$ cat src/rtl/tilemap_pkg.sv
// Shared types and built-in level maps for the tile-map renderer.
// Maps are stored as [map][row][col] tile codes; rom_tile() gives safe indexed access.
package tilemap_pkg;

  localparam int DEF_ROWS = 7;
  localparam int DEF_COLS = 10;
  localparam int DEF_MAPS = 2;

  localparam int DEF_MAP_IW = (DEF_MAPS > 1) ? $clog2(DEF_MAPS) : 1;
  localparam int DEF_ROW_IW = (DEF_ROWS > 1) ? $clog2(DEF_ROWS) : 1;
  localparam int DEF_COL_IW = (DEF_COLS > 1) ? $clog2(DEF_COLS) : 1;

  localparam logic [7:0] TRANSPARENT_ENCODING = 8'hFF;

  typedef enum logic [1:0] {
    FREE = 2'd0,
    REGU = 2'd1,
    BRKB = 2'd2,
    BONU = 2'd3
  } tile_t;

  typedef enum logic {
    ST_LOAD  = 1'b0,
    ST_READY = 1'b1
  } state_t;

  localparam tile_t MAP_ROM [DEF_MAPS][DEF_ROWS][DEF_COLS] = '{
    '{
      '{REGU, REGU, REGU, REGU, REGU, REGU, REGU, REGU, REGU, REGU},
      '{REGU, BRKB, BRKB, BRKB, BRKB, BRKB, BRKB, BRKB, BRKB, REGU},
      '{REGU, FREE, BRKB, FREE, BRKB, BRKB, FREE, BRKB, BONU, REGU},
      '{REGU, FREE, FREE, FREE, FREE, FREE, FREE, FREE, FREE, REGU},
      '{REGU, FREE, FREE, FREE, FREE, FREE, FREE, FREE, FREE, REGU},
      '{REGU, FREE, FREE, FREE, FREE, FREE, FREE, FREE, FREE, REGU},
      '{REGU, FREE, FREE, FREE, FREE, FREE, FREE, FREE, FREE, REGU}
    },
    '{
      '{REGU, FREE, FREE, FREE, FREE, FREE, FREE, FREE, FREE, REGU},
      '{FREE, FREE, FREE, FREE, FREE, FREE, FREE, FREE, FREE, FREE},
      '{FREE, FREE, FREE, FREE, FREE, FREE, FREE, FREE, FREE, FREE},
      '{FREE, FREE, FREE, BRKB, FREE, BRKB, FREE, BRKB, FREE, FREE},
      '{FREE, FREE, FREE, FREE, FREE, FREE, FREE, FREE, FREE, FREE},
      '{FREE, FREE, FREE, FREE, FREE, FREE, FREE, FREE, FREE, FREE},
      '{REGU, FREE, FREE, FREE, BONU, FREE, FREE, FREE, FREE, REGU}
    }
  };

  // Anything outside the stored maps reads as FREE, so a larger top-level grid never indexes past the ROM.
  function automatic tile_t rom_tile(input logic [7:0] m, input logic [7:0] r, input logic [7:0] c);
    if (m >= 8'(DEF_MAPS) || r >= 8'(DEF_ROWS) || c >= 8'(DEF_COLS))
      return FREE;
    return MAP_ROM[m[DEF_MAP_IW-1:0]][r[DEF_ROW_IW-1:0]][c[DEF_COL_IW-1:0]];
  endfunction

endpackage

$ cat src/rtl/tilemap_row_popcount.sv
// Counts breakable (BRKB) tiles in one packed row of 2-bit tile codes.
module tilemap_row_popcount
  import tilemap_pkg::*;
#(
  parameter int NUM_OF_COLS = 10,
  parameter int CNT_W = $clog2(NUM_OF_COLS + 1)
) (
  input  logic [2*NUM_OF_COLS-1:0] row_tiles,
  output logic [CNT_W-1:0]         brkb_count
);

  always_comb begin
    brkb_count = '0;
    for (int c = 0; c < NUM_OF_COLS; c++) begin
      if (row_tiles[2*c +: 2] == BRKB)
        brkb_count = brkb_count + 1'b1;
    end
  end

endmodule

$ cat src/rtl/tile_map_renderer.sv
// Runtime-writable tile grid with map loader and 2-stage pixel lookup pipeline.
// Optional feature macro: TILEMAP_REMAIN_CNT_EN (breakable-tile counter driving level_clear).
module tile_map_renderer
  import tilemap_pkg::*;
#(
  parameter int TILE_SHIFT  = 6,
  parameter int NUM_OF_ROWS = 7,
  parameter int NUM_OF_COLS = 10,
  parameter int NUM_OF_MAPS = 2,
  parameter int MAP_W = (NUM_OF_MAPS > 1) ? $clog2(NUM_OF_MAPS) : 1,
  parameter logic [7:0] COLOR_REGU = 8'h5B,
  parameter logic [7:0] COLOR_BRKB = 8'hE0,
  parameter logic [7:0] COLOR_BONU = 8'h1C
) (
  input  logic             clk,
  input  logic             reset,
  input  logic [10:0]      pixelX,
  input  logic [10:0]      pixelY,
  input  logic [MAP_W-1:0] map_sel,
  input  logic             load_req,
  output logic             load_busy,
  input  logic             wr_valid,
  output logic             wr_ready,
  input  logic [3:0]       wr_row,
  input  logic [3:0]       wr_col,
  input  logic [1:0]       wr_type,
  output logic [10:0]      offsetX,
  output logic [10:0]      offsetY,
  output logic             tile_drawingRequest,
  output logic [1:0]       tile_type,
  output logic [7:0]       RGBout,
  output logic             level_clear
);

  localparam int ROW_W = (NUM_OF_ROWS > 1) ? $clog2(NUM_OF_ROWS) : 1;
  localparam int COL_W = (NUM_OF_COLS > 1) ? $clog2(NUM_OF_COLS) : 1;
  localparam logic [MAP_W:0] MAP_LIMIT = (MAP_W + 1)'(NUM_OF_MAPS);
  localparam logic [10:0] OFF_MASK = 11'((1 << TILE_SHIFT) - 1);

  state_t                 state;
  logic [ROW_W-1:0]       load_row;
  logic [MAP_W-1:0]       map_idx;
  tile_t                  grid [NUM_OF_ROWS][NUM_OF_COLS];
  logic [2*NUM_OF_COLS-1:0] rom_row;

  logic                   wr_in_range;
  logic [ROW_W-1:0]       wr_r_idx;
  logic [COL_W-1:0]       wr_c_idx;
  tile_t                  wr_old;
  logic                   wr_apply;

  logic [10:0]            px_col;
  logic [10:0]            px_row;
  logic                   px_inside;
  logic                   s1_inside;
  logic [ROW_W-1:0]       s1_row;
  logic [COL_W-1:0]       s1_col;
  logic [10:0]            s1_offX;
  logic [10:0]            s1_offY;
  tile_t                  s2_type;
  logic                   s2_draw;
  logic [7:0]             s2_rgb;

  assign load_busy = (state == ST_LOAD);
  assign wr_ready  = (state == ST_READY) && !load_req;

  always_ff @(posedge clk or posedge reset) begin
    if (reset) begin
      state    <= ST_LOAD;
      load_row <= '0;
      map_idx  <= '0;
    end else begin
      case (state)
        ST_LOAD: begin
          if (load_row == ROW_W'(NUM_OF_ROWS - 1)) begin
            state    <= ST_READY;
            load_row <= '0;
          end else begin
            load_row <= load_row + 1'b1;
          end
        end
        ST_READY: begin
          if (load_req) begin
            state    <= ST_LOAD;
            load_row <= '0;
            map_idx  <= ({1'b0, map_sel} >= MAP_LIMIT) ? '0 : map_sel;
          end
        end
        default: state <= ST_LOAD;
      endcase
    end
  end

  always_comb begin
    rom_row = '0;
    for (int c = 0; c < NUM_OF_COLS; c++)
      rom_row[2*c +: 2] = rom_tile(8'(map_idx), 8'(load_row), 8'(c));
  end

  // Out-of-range coordinates are steered to cell (0,0) so the REGU lookup never indexes past the grid.
  assign wr_in_range = ({1'b0, wr_row} < 5'(NUM_OF_ROWS)) && ({1'b0, wr_col} < 5'(NUM_OF_COLS));
  assign wr_r_idx    = wr_in_range ? wr_row[ROW_W-1:0] : '0;
  assign wr_c_idx    = wr_in_range ? wr_col[COL_W-1:0] : '0;
  assign wr_old      = grid[wr_r_idx][wr_c_idx];
  assign wr_apply    = wr_valid && wr_ready && wr_in_range && (wr_old != REGU);

  always_ff @(posedge clk or posedge reset) begin
    if (reset) begin
      for (int r = 0; r < NUM_OF_ROWS; r++)
        for (int c = 0; c < NUM_OF_COLS; c++)
          grid[r][c] <= FREE;
    end else if (state == ST_LOAD) begin
      for (int c = 0; c < NUM_OF_COLS; c++)
        grid[load_row][c] <= tile_t'(rom_row[2*c +: 2]);
    end else if (wr_apply) begin
      grid[wr_r_idx][wr_c_idx] <= tile_t'(wr_type);
    end
  end

  assign px_col    = pixelX >> TILE_SHIFT;
  assign px_row    = pixelY >> TILE_SHIFT;
  assign px_inside = (px_col < 11'(NUM_OF_COLS)) && (px_row < 11'(NUM_OF_ROWS));

  always_ff @(posedge clk or posedge reset) begin
    if (reset) begin
      s1_inside <= 1'b0;
      s1_row    <= '0;
      s1_col    <= '0;
      s1_offX   <= '0;
      s1_offY   <= '0;
    end else begin
      s1_inside <= px_inside;
      s1_row    <= px_inside ? px_row[ROW_W-1:0] : '0;
      s1_col    <= px_inside ? px_col[COL_W-1:0] : '0;
      s1_offX   <= pixelX & OFF_MASK;
      s1_offY   <= pixelY & OFF_MASK;
    end
  end

  assign s2_type = s1_inside ? grid[s1_row][s1_col] : FREE;
  assign s2_draw = s1_inside && (s2_type != FREE) && (state == ST_READY);

  always_comb begin
    s2_rgb = TRANSPARENT_ENCODING;
    case (s2_type)
      REGU:    s2_rgb = COLOR_REGU;
      BRKB:    s2_rgb = COLOR_BRKB;
      BONU:    s2_rgb = COLOR_BONU;
      default: s2_rgb = TRANSPARENT_ENCODING;
    endcase
  end

  always_ff @(posedge clk or posedge reset) begin
    if (reset) begin
      tile_drawingRequest <= 1'b0;
      tile_type           <= 2'd0;
      RGBout              <= TRANSPARENT_ENCODING;
      offsetX             <= '0;
      offsetY             <= '0;
    end else begin
      tile_drawingRequest <= s2_draw;
      tile_type           <= s2_type;
      RGBout              <= s2_draw ? s2_rgb : TRANSPARENT_ENCODING;
      offsetX             <= s1_offX;
      offsetY             <= s1_offY;
    end
  end

`ifdef TILEMAP_REMAIN_CNT_EN
  localparam int CNT_W = $clog2(NUM_OF_ROWS * NUM_OF_COLS + 1);
  localparam int PC_W  = $clog2(NUM_OF_COLS + 1);

  logic [PC_W-1:0]  row_brkb;
  logic [CNT_W-1:0] brkb_cnt;

  tilemap_row_popcount #(
    .NUM_OF_COLS(NUM_OF_COLS),
    .CNT_W(PC_W)
  ) u_row_popcount (
    .row_tiles(rom_row),
    .brkb_count(row_brkb)
  );

  // Count restarts on every load; writes only move it when BRKB membership of the cell changes.
  always_ff @(posedge clk or posedge reset) begin
    if (reset) begin
      brkb_cnt    <= '0;
      level_clear <= 1'b0;
    end else begin
      if (state == ST_LOAD) begin
        brkb_cnt <= brkb_cnt + CNT_W'(row_brkb);
      end else if (load_req) begin
        brkb_cnt <= '0;
      end else if (wr_apply) begin
        if ((wr_old == BRKB) && (wr_type != BRKB))
          brkb_cnt <= brkb_cnt - 1'b1;
        else if ((wr_old != BRKB) && (wr_type == BRKB))
          brkb_cnt <= brkb_cnt + 1'b1;
      end
      level_clear <= (state == ST_READY) && (brkb_cnt == '0);
    end
  end
`else
  assign level_clear = 1'b0;
`endif

endmodule

$ cat config.mk
export PLATFORM = sky130hd
export DESIGN_NAME = tile_map_renderer
export DESIGN_NICKNAME = d
export VERILOG_FILES = /design/src/rtl/tilemap_pkg.sv /design/src/rtl/tilemap_row_popcount.sv /design/src/rtl/tile_map_renderer.sv
export SDC_FILE = /design/constraint.sdc
export NUM_CORES = 1
export LEC_CHECK = 0
export CAP_MARGIN = 10
export CORE_UTILIZATION = 42
export CTS_CLUSTER_SIZE = 40
export DETAILED_ROUTE_END_ITERATION = 10
export DONT_BUFFER_PORTS = 1
export GPL_TIMING_DRIVEN = 0
export SYNTH_ARGS = -nofsm -noshare
export SYNTH_HDL_FRONTEND = slang
export SYNTH_HIERARCHICAL = 1
export SYNTH_SLANG_ARGS = --single-unit
$ cat constraint.sdc
create_clock -name clk -period 8.55 [get_ports clk]
set_input_delay 1.2825 -clock clk [delete_from_list [all_inputs] [get_ports clk]]
set_output_delay 1.2825 -clock clk [all_outputs]
set_load 0.01 [all_outputs]
==> run summary, run 1 <==
Peak VDD IR = 0.000230 V
failing checks = DRC
Arr. time, crit path = 5.43 ns
Post-CTS Setup Repair Bufs = 0
TritonRoute pass-1 iters = 9
largest cells by area after synthesis = dfrtp_1, mux2i_1, mux4_2
Ys Warns = 6
Hold Crit Class = flop to flop
clock power share = 24.0%
predominant post-synthesis flop cell = dfrtp_1
WL/cell = 35.3 um
power density over cell area = 274 mW/mm2
CTS root buf = clkbuf_16
worst setup margin = 3.43 ns
Comb power frac = 36.6%
pin count of the biggest net entering global routing = 105
RSZ-0062 raised after global routing = false
pre-CTS setup slack = 3.24 ns
static leakage = 4.89 nW
Final Max Slew Viols = 0
Setup Skew = 0.0171 ns
Post-Route WL = 54600 um
total track usage = 39.8%
Worst Max-Slew Pin Slew = 1.31 ns
Setup CP Type = input pin to flop
CP Capture Type = flop
Post-synth EDFFs = 0
Vert. Die Dim = 166 um
Final Hold Fails = 0
share of cells above drive strength 1 = 13.4%
TritonCTS buffer count = 17
post-synthesis register bit count = 185
max_slew headroom = 11.8%
vias per cell = 7.15
Gate Count Post-Synth = 1166
Commonest cells post-synth = dfrtp_1, nand2_1, mux2i_1, o21ai_0
count of final setup violators = 0
syn_area_per_cell = 9.71 um2
FP Rows = 59
sw frac = 43.9%
max_cap viols = 0
Synth top area share = 39.8%
biggest area consumer among synthesized cells = dfrtp_1
post-synth design cell area = 0.0113 mm2
total gr overflow = 0
DP HPWL = 40600 um
initial antenna violation count = 1
crit path time final = 5.12 ns
global-route wire length before repair = 77700 um
IO Count = 73
NetSw = 0.00150 W
Die W = 166 um
status = complete, but fails checks
Initial Util = 43.1%
Die Area = 0.0276 mm2
post-synthesis sequential area ratio = 40.9%
Resize count post-CTS = 0
DR iter-0 viols = 1807
crit path launch type = input pin
Cell Int Power = 0.00191 W
clk slew on worst S/H paths = 0.08 ns
Post-Place Cell Area = 0.0118 mm2
core area = 0.0263 mm2
IO buf count = 0
Layout area overhead = 9.82%
ys async rst share = 100%
count leader, synth = dfrtp_1
post-route cell area = 0.0124 mm2
NumNets Final = 1247
Tcrit/Tclk final = 59.9%
H-tree Lvls = 4
Req. time, crit path = 8.86 ns
unique cell type count in the Yosys netlist = 81
CTS tree = built
DR DRC count = 16
sequential share of power = 39.4%
# hold bufs at CTS = 0
DR vias = 11075
Placer Congestion = 1.03
vias in the first global route = 10485
CTS Buffer Depth = 2
Max Freq = 195 MHz
Skew-Pair Late Insertion Delay = 0.47 ns
final antenna-violating net count = 0
Num Clock Sinks = 185
CP Max Fanout = 10
-- logic make-up after synthesis --
family / count (synthesis) / share of synthesized area [%]
mux: 122 / 14.5
buf+inv: 144 / 6.18
compound gates: 332 / 21.5
other cells: 1 / 0.0331
simple gates: 372 / 15.7
flops: 185 / 40.9
fa+ha+maj: 10 / 1.11
-- cell usage in the layout, fill, tap and decap left out, types with 9 or more instances in the layout --
cell	instances
mux2i_1	72
buf_4	26
buf_2	19
clkbuf_16	17
o311ai_0	31
a211oi_1	15
mux2_2	18
a22oi_1	9
nand4_1	13
a21oi_1	32
nand3_1	35
nor2b_1	18
dfrtp_1	180
nand2_1	145
mux4_2	32
ha_1	10
nor2_1	61
a32oi_1	11
nor3_1	25
and2_1	15
or3_1	15
o22ai_1	20
inv_1	24
clkbuf_1	62
o31ai_1	19
conb_1	11
o211ai_1	38
o21ai_0	64
a32o_1	11
-- final cells by class --
| cell class | instances | area [um2] |
|---|---|---|
| fillers | 2532 | 13800 |
| multi-input cells | 847 | 6020 |
| flip-flops and latches | 185 | 4640 |
| plain buffers | 117 | 598 |
| clock buffers | 18 | 429 |
| well taps | 335 | 419 |
| clock inverters | 14 | 156 |
| inverters | 27 | 109 |
| repair buffers | 5 | 60.1 |
| diodes | 1 | 2.50 |
-- power groups by stage --
stage	combinational (W)	sequential (W)	clock (W)
after floorplan	0.000824	0.00119	0
after detailed placement	0.00120	0.00133	0
after global placement	0.00119	0.00133	0
after global routing	0.00132	0.00134	0.000853
after CTS	0.00120	0.00131	0.000825
final	0.00125	0.00135	0.000817
-- final timing paths --
kind / start / endpoint / slack (ns) / cells after the start
max in group asynchronous: reset / grid[51] / 6.89 / 2
worst max-delay path: wr_col[2] / grid[15] / 3.43 / 12
worst min-delay path: s1_offX[5] / offsetX[5] / 0.35 / 0
min in group asynchronous: reset / load_row[0] / 0.72 / 1
worst min register to register: s1_offX[5] / offsetX[5] / 0.35 / 0
worst max register to register: s1_row[1] / RGBout[2] / 3.75 / 12
-- sequential cells by signal, summed over array words and instances, names as in the netlist, 3 cells and up --
signal,flops
s1_offX,6
s1_row,3
load_row,3
offsetX,6
offsetY,6
s1_offY,6
RGBout,5
s1_col,4
grid,140
-- critical path, cell delays in order --
cell,delay [ns]
o21a_1,0.26
nor2_1,0.86
clkbuf_1,0.59
a311oi_1,0.20
o211ai_1,0.16
nand4_1,0.14
a32oi_1,0.56
o21ai_4,0.19
buf_4,0.25
buf_6,0.17
a21oi_1,0.58
o22ai_1,0.18
-- through the flow --
stage | hold slack (ns) | util, % | instances | total power (W) | setup TNS [ns]
6_report | 0.350 | 47.3 | 1549 | 0.00341 | 0
4_1_cts | 0.353 | 47.3 | 1547 | 0.00334 | 0
3_3_place_gp | 0.332 | 44.8 | 1511 | 0.00252 | -21.12
5_1_grt | 0.363 | 47.3 | 1548 | 0.00351 | 0
3_5_place_dp | 0.335 | 45.0 | 1515 | 0.00253 | 0
2_1_floorplan | 0.331 | - | 1176 | 0.00201 | 0
-- metal layers --
metal	wire (um)	part of all wire (%)	track usage [%]
met5	0	0	0
met4	2790	5.1	19.0
met3	7490	14	12.4
met2	23000	42	58.2
met1	21400	39	53.6
Note: power is estimated with default switching activity, not from simulation.
==> run 2: changes to the inputs <==
==> constraint.sdc (replaced) <==
create_clock -name clk -period 4.8 [get_ports clk]
set_input_delay 0.72 -clock clk [delete_from_list [all_inputs] [get_ports clk]]
set_output_delay 0.72 -clock clk [all_outputs]
set_load 0.01 [all_outputs]
==> run summary, run 2 (synthesis gave the netlist of run 1 again) <==
status = complete, but fails checks (unchanged)
failing checks = DRC (unchanged)
Num Clock Sinks = 185 (unchanged)
Comb power frac = 36.1% (was 36.6%)
sum of negative setup slack = 0 ns (unchanged)
Peak VDD IR = 0.000505 V (was 0.000230 V)
Setup CP Type = input pin to flop (unchanged)
final antenna-violating net count = 0 (unchanged)
Vert. Die Dim = 166 um (unchanged)
Max Freq = 224 MHz
TritonRoute pass-1 iters = 9 (unchanged)
Req. time, crit path = 5.10 ns (was 8.86 ns)
Final Max Slew Viols = 0 (unchanged)
Tcrit/Tclk final = 93.1%
NetSw = 0.00271 W (was 0.00150 W)
H-tree Lvls = 4 (unchanged)
sequential share of power = 39.2% (was 39.4%)
CP Max Fanout = 10 (unchanged)
pin count of the biggest net entering global routing = 39 (was 105)
Cell Int Power = 0.00344 W (was 0.00191 W)
crit path time final = 4.47 ns
Cell Chain, Critical Path = o21a_1 > nor2_1 > clkbuf_1 > a311oi_1 > o211ai_1 > nand4_1 > a32oi_1 > o21ai_4 > buf_4 > buf_6 > a21oi_1 > o22ai_1 (unchanged)
Layout area overhead = 10.7% (was 9.82%)
fin util = 47.7% (was 47.3%)
Final Hold Fails = 0 (unchanged)
Worst path depth = 12 (unchanged)
WL/cell = 33.6 um (was 35.3 um)
Initial Util = 43.1% (unchanged)
CP Capture Type = flop (unchanged)
most frequent cells in the layout = dfrtp_1, nand2_1, mux2i_1 (unchanged)
max FFs per register = 140 (unchanged)
Post-Route WL = 52000 um (was 54600 um)
total track usage = 38.1% (was 39.8%)
vias per cell = 7.16 (was 7.15)
reg-to-reg slack, setup = 0.37 ns (was 3.75 ns)
total gr overflow = 0 (unchanged)
DR iter-0 viols = 1638 (was 1807)
sw frac = 44.0% (was 43.9%)
crit path launch type = input pin (unchanged)
power density over cell area = 490 mW/mm2 (was 274 mW/mm2)
Worst Max-Slew Pin Slew = 1.33 ns (was 1.31 ns)
CTS tree = built (unchanged)
Slowest Stage Delay on Critical Path = 0.85 ns (was 0.86 ns)
DR DRC count = 9 (was 16)
IO buf count = 0 (unchanged)
Worst Setup EP = grid[54] (was grid[15])
FP Rows = 59 (unchanged)
CTS Buffer Depth = 2 (unchanged)
Top reg by flops = grid (unchanged)
RSZ-0062 raised after global routing = false (unchanged)
global-route wire length before repair = 75400 um (was 77700 um)
Setup Skew = 0.0227 ns (was 0.0171 ns)
beginning of the critical path = wr_col[2] (unchanged)
R2R Path End = RGBout[2] (unchanged)
count of final setup violators = 0 (unchanged)
DR vias = 11098 (was 11075)
Worst Path Buf+Inv = 3 (unchanged)
IO Count = 73 (unchanged)
slowest CP cell = nor2_1 (unchanged)
reg2reg start = s1_row[1] (unchanged)
CTS root buf = clkbuf_16 (unchanged)
Arr. time, crit path = 4.77 ns (was 5.43 ns)
clk slew on worst S/H paths = 0.09 ns (was 0.08 ns)
clock power share = 24.8% (was 24.0%)
DP HPWL = 39000 um (was 40600 um)
Skew-Pair Late Insertion Delay = 0.47 ns (about the same)
commonest non-fill, non-tap cell in the layout = dfrtp_1 (unchanged)
# hold bufs at CTS = 0 (unchanged)
static leakage = 4.94 nW (was 4.89 nW)
cell family with most CP delay = compound AO/OA/AOI/OAI gates (unchanged)
Hold Crit Class = input pin to async pin (was flop to flop)
TritonCTS buffer count = 17 (unchanged)
Die W = 166 um (unchanged)
vias in the first global route = 10711 (was 10485)
Layout fillers = 2513 (was 2532)
max_cap viols = 0 (unchanged)
Die Area = 0.0276 mm2 (unchanged)
Placer Congestion = 1.10 (was 1.03)
share of cells above drive strength 1 = 13.8% (was 13.4%)
max_slew headroom = 8.93% (was 11.8%)
core area = 0.0263 mm2 (unchanged)
NumNets Final = 1248 (was 1247)
initial antenna violation count = 2 (was 1)
Reg2Reg Depth = 12 (unchanged)
==> run 2: cell types whose count changed in the layout (fill, tap and decap cells not counted), sizes merged <==
| cell | change |
|---|---|
| clkdlybuf4s18 | -1 |
| clkinvlp | +1 |
| clkbuf | -2 |
| buf | +2 |
| clkdlybuf4s15 | +1 |
==> run 2: power by group through the flow <==
stage	combinational, W	sequential (W)	clock (W)
2_1_floorplan	0.00147	0.00212	0
3_3_place_gp	0.00209	0.00237	0
3_5_place_dp	0.00212	0.00237	0
4_1_cts	0.00213	0.00234	0.00152
5_1_grt	0.00236	0.00240	0.00158
6_report	0.00222	0.00240	0.00152
==> run 2: repair_timing <==
action,in CTS,in global routing
buffers inserted,0,0
gates resized for setup,0,3
setup endpoints to repair,0,2
==> run 2: worst reg2reg max path, cell delays in order, from the launching register on <==
cell and delay, ns:
dfrtp_1 0.33, clkbuf_1 0.44, clkbuf_2 0.51, clkdlybuf4s15_1 0.76
mux2i_1 0.26, o21ai_0 0.13, mux4_2 0.59, mux4_2 0.50
nand2b_1 0.08, nand2_1 0.05, nand2_1 0.10, ha_1 0.23
or3_1 0.35
==> run 2: cell type report <==
class	count	area, um2	share of cell area [%]
Antenna cell	1	2.50	0.0200
Buffer	116	602	4.80
Clock buffer	17	425	3.39
Clock inverter	15	204	1.63
Inverter	27	105	0.839
Multi-Input combinational cell	847	6020	48.1
Sequential cell	185	4640	37.0
Tap cell	335	419	3.34
Timing Repair Buffer	7	113	0.899
==> run 2: through the flow <==
| stage | hold slack, ns | setup WS, ns | cell area (um2) | power [W] | std cells |
|---|---|---|---|---|---|
| after floorplan | 0.331 | 1.20 | 11400 | 0.00358 | 1176 |
| after global placement | 0.332 | 0.113 | 11800 | 0.00446 | 1511 |
| after detailed placement | 0.336 | 0.199 | 11900 | 0.00449 | 1518 |
| after CTS | 0.156 | 0.175 | 12500 | 0.00599 | 1550 |
| after global routing | 0.157 | 0.197 | 12500 | 0.00634 | 1550 |
| final | 0.141 | 0.331 | 12500 | 0.00614 | 1550 |
==> run 2: how the worst min path moves through the flow <==
| stage | startpoint | to | slack (ns) | cells past startpoint |
|---|---|---|---|---|
| 2_1_floorplan | s1_offX[0] | offsetX[0] | 0.33 | 0 |
| 5_1_grt | reset | offsetX[3] | 0.16 | 1 |
| 4_1_cts | reset | grid[44] | 0.16 | 1 |
| 6_report | reset | grid[44] | 0.14 | 1 |
| 3_3_place_gp | s1_offY[1] | offsetY[1] | 0.33 | 0 |
| 3_5_place_dp | s1_offY[2] | offsetY[2] | 0.34 | 0 |
==> run 2: per-layer routing <==
metal  track usage [%]  wire length (um)
met1              50.1             19900
met2              53.9             21500
met3              13.2              7360
met4              22.2              3270
met5              1.74                79
==> run 3: changes to the inputs <==
--- a/config.mk
+++ b/config.mk
@@ -7,10 +7,12 @@
 export LEC_CHECK = 0
 export CAP_MARGIN = 10
 export CORE_UTILIZATION = 42
+export CTS_CLUSTER_DIAMETER = 40
 export CTS_CLUSTER_SIZE = 40
 export DETAILED_ROUTE_END_ITERATION = 10
 export DONT_BUFFER_PORTS = 1
 export GPL_TIMING_DRIVEN = 0
+export PLACE_DENSITY_LB_ADDON = 0.12
 export SYNTH_ARGS = -nofsm -noshare
 export SYNTH_HDL_FRONTEND = slang
 export SYNTH_HIERARCHICAL = 1
==> run summary, run 3 (synthesis gave the netlist of run 1 again) <==
total track usage = 40.1% (was 38.1%)
static leakage = 4.92 nW (was 4.94 nW)
Arr. time, crit path = 5.07 ns (was 4.77 ns)
Multi-input gate area = 0.00602 mm2 (unchanged)
final antenna-violating net count = 0 (unchanged)
FP Rows = 59 (unchanged)
crit path launch type = flop (was input pin)
Tcrit/Tclk final = 97.6% (was 93.1%)
Reg2Reg Depth = 12 (unchanged)
total gr overflow = 0 (unchanged)
WL/cell = 35.6 um (was 33.6 um)
Die Area = 0.0276 mm2 (unchanged)
commonest non-fill, non-tap cell in the layout = dfrtp_1 (unchanged)
CTS Buffer Depth = 2 (unchanged)
max_slew headroom = 14.8% (was 8.93%)
most frequent cells in the layout = dfrtp_1, nand2_1, mux2i_1 (unchanged)
CTS root buf = clkbuf_16 (unchanged)
DP HPWL = 41500 um (was 39000 um)
NumNets Final = 1250 (was 1248)
Num Clock Sinks = 185 (unchanged)
Reg area = 0.00464 mm2 (unchanged)
beginning of the critical path = s1_row[1] (was wr_col[2])
CP Max Fanout = 10 (unchanged)
total length of routed met2 wires = 23100 um (was 21500 um)
vias in the first global route = 10517 (was 10711)
Initial Util = 43.1% (unchanged)
Placer Congestion = 1.03 (was 1.10)
H-tree Lvls = 4 (unchanged)
Max Freq = 213 MHz (was 224 MHz)
Placed Cells = 1519 (was 1518)
initial antenna violation count = 2 (unchanged)
TritonRoute pass-1 iters = 9 (unchanged)
Worst Max-Slew Pin Slew = 1.27 ns (was 1.33 ns)
IO buf count = 0 (unchanged)
hold slack = 0.0990 ns (was 0.141 ns)
Resize count post-CTS = 0 (unchanged)
TritonCTS buffer count = 17 (unchanged)
share of cells above drive strength 1 = 13.7% (was 13.8%)
crit path time final = 4.69 ns (was 4.47 ns)
Peak VDD IR = 0.000286 V (was 0.000505 V)
Vert. Die Dim = 166 um (unchanged)
Layout fillers = 2547 (was 2513)
ANT cells = 0 (was 1)
final std cells w/o fill = 1551 (was 1550)
status = complete, but fails checks (unchanged)
Skew-Pair Late Insertion Delay = 0.47 ns (about the same)
Final Total Pwr = 0.00614 W (about the same)
pin count of the biggest net entering global routing = 42 (was 39)
metal3 WL = 7020 um (was 7360 um)
Setup Skew = 0.0160 ns (was 0.0227 ns)
core area = 0.0263 mm2 (unchanged)
DR vias = 11027 (was 11098)
# hold bufs at CTS = 0 (unchanged)
Post-CTS Setup Repair Bufs = 0 (unchanged)
Final Hold Fails = 0 (unchanged)
CTS tree = built (unchanged)
vias per cell = 7.11 (was 7.16)
IO Count = 73 (unchanged)
Post-Place Cell Area = 0.0119 mm2 (about the same)
Die W = 166 um (unchanged)
sum of negative setup slack = 0 ns (unchanged)
Req. time, crit path = 5.18 ns (was 5.10 ns)
failing checks = DRC (unchanged)
DR iter-0 viols = 1524 (was 1638)
clk slew on worst S/H paths = 0.08 ns (was 0.09 ns)
max_cap viols = 0 (unchanged)
Top reg by flops = grid (unchanged)
power density over cell area = 492 mW/mm2 (was 490 mW/mm2)
reg2reg start = s1_row[1] (unchanged)
post-route cell area = 0.0125 mm2 (about the same)
CP Capture Type = flop (unchanged)
Final Max Slew Viols = 0 (unchanged)
count of final setup violators = 0 (unchanged)
Setup CP Type = flop to flop (was input pin to flop)
DR DRC count = 8 (was 9)
RSZ-0062 raised after global routing = false (unchanged)
Hold Crit Class = input pin to async pin (unchanged)
Post-Route WL = 55200 um (was 52000 um)
global-route wire length before repair = 77900 um (was 75400 um)
max FFs per register = 140 (unchanged)
Layout area overhead = 10.3% (was 10.7%)
met1 wire length = 21900 um (was 19900 um)
top sig layer = met5 (unchanged)
[run 3: cell types whose count changed in the layout (fill, tap and decap cells not counted), moves of 2 or more]
cell	change
buf_1	+2
inv_12	-3
inv_8	+3
clkinv_8	-3
[run 3: routing by layer]
layer	track usage, %	vias to the layer above
met4	21.3	2
met3	12.2	175
met5	2.96	-
met1	54.6	5539
li1	-	4457
met2	56.8	854
[run 3: critical path, cell delays in order, from the launching register on]
cell,delay (ns)
dfrtp_1,0.33
clkbuf_1,0.39
buf_2,0.48
clkbuf_1,0.87
mux2i_1,0.26
o21ai_0,0.09
mux4_2,0.59
mux4_2,0.51
nor2b_1,0.14
a31oi_1,0.18
nor2b_1,0.12
ha_1,0.27
or3_1,0.35
[run 3: cell type report]
cell class | instances | area share [%]
multi-input cells | 847 | 48.2
flip-flops and latches | 185 | 37.1
plain buffers | 117 | 4.79
clock buffers | 18 | 3.52
well taps | 335 | 3.36
clock inverters | 14 | 1.22
repair buffers | 8 | 0.942
inverters | 27 | 0.841
[run 3: path summary, 6_finish.rpt]
kind,endpoint,slack [ns]
max,RGBout[2],0.11
min,grid[57],0.1
max reg2reg,RGBout[2],0.11
min reg2reg,offsetX[0],0.35
max in group asynchronous,grid[18],3.69
min in group clk,s1_offX[4],0.27
[run 3: report_power, final]
part	total [W]	leakage [nW]	internal (W)	switching (W)
Combinational	0.00225	2.24	0.000809	0.00144
Clock	0.00147	0.289	0.000711	0.000761
Sequential	0.00243	2.40	0.00191	0.000519
[run 3: per-stage QoR]
stage / setup slack [ns] / util [%]
floorplan: 1.20 / -
global placement: -0.00758 / 44.8
detailed placement: 0.156 / 45.3
CTS: 0.169 / 47.5
global route: 0.0111 / 47.5
finish: 0.114 / 47.5
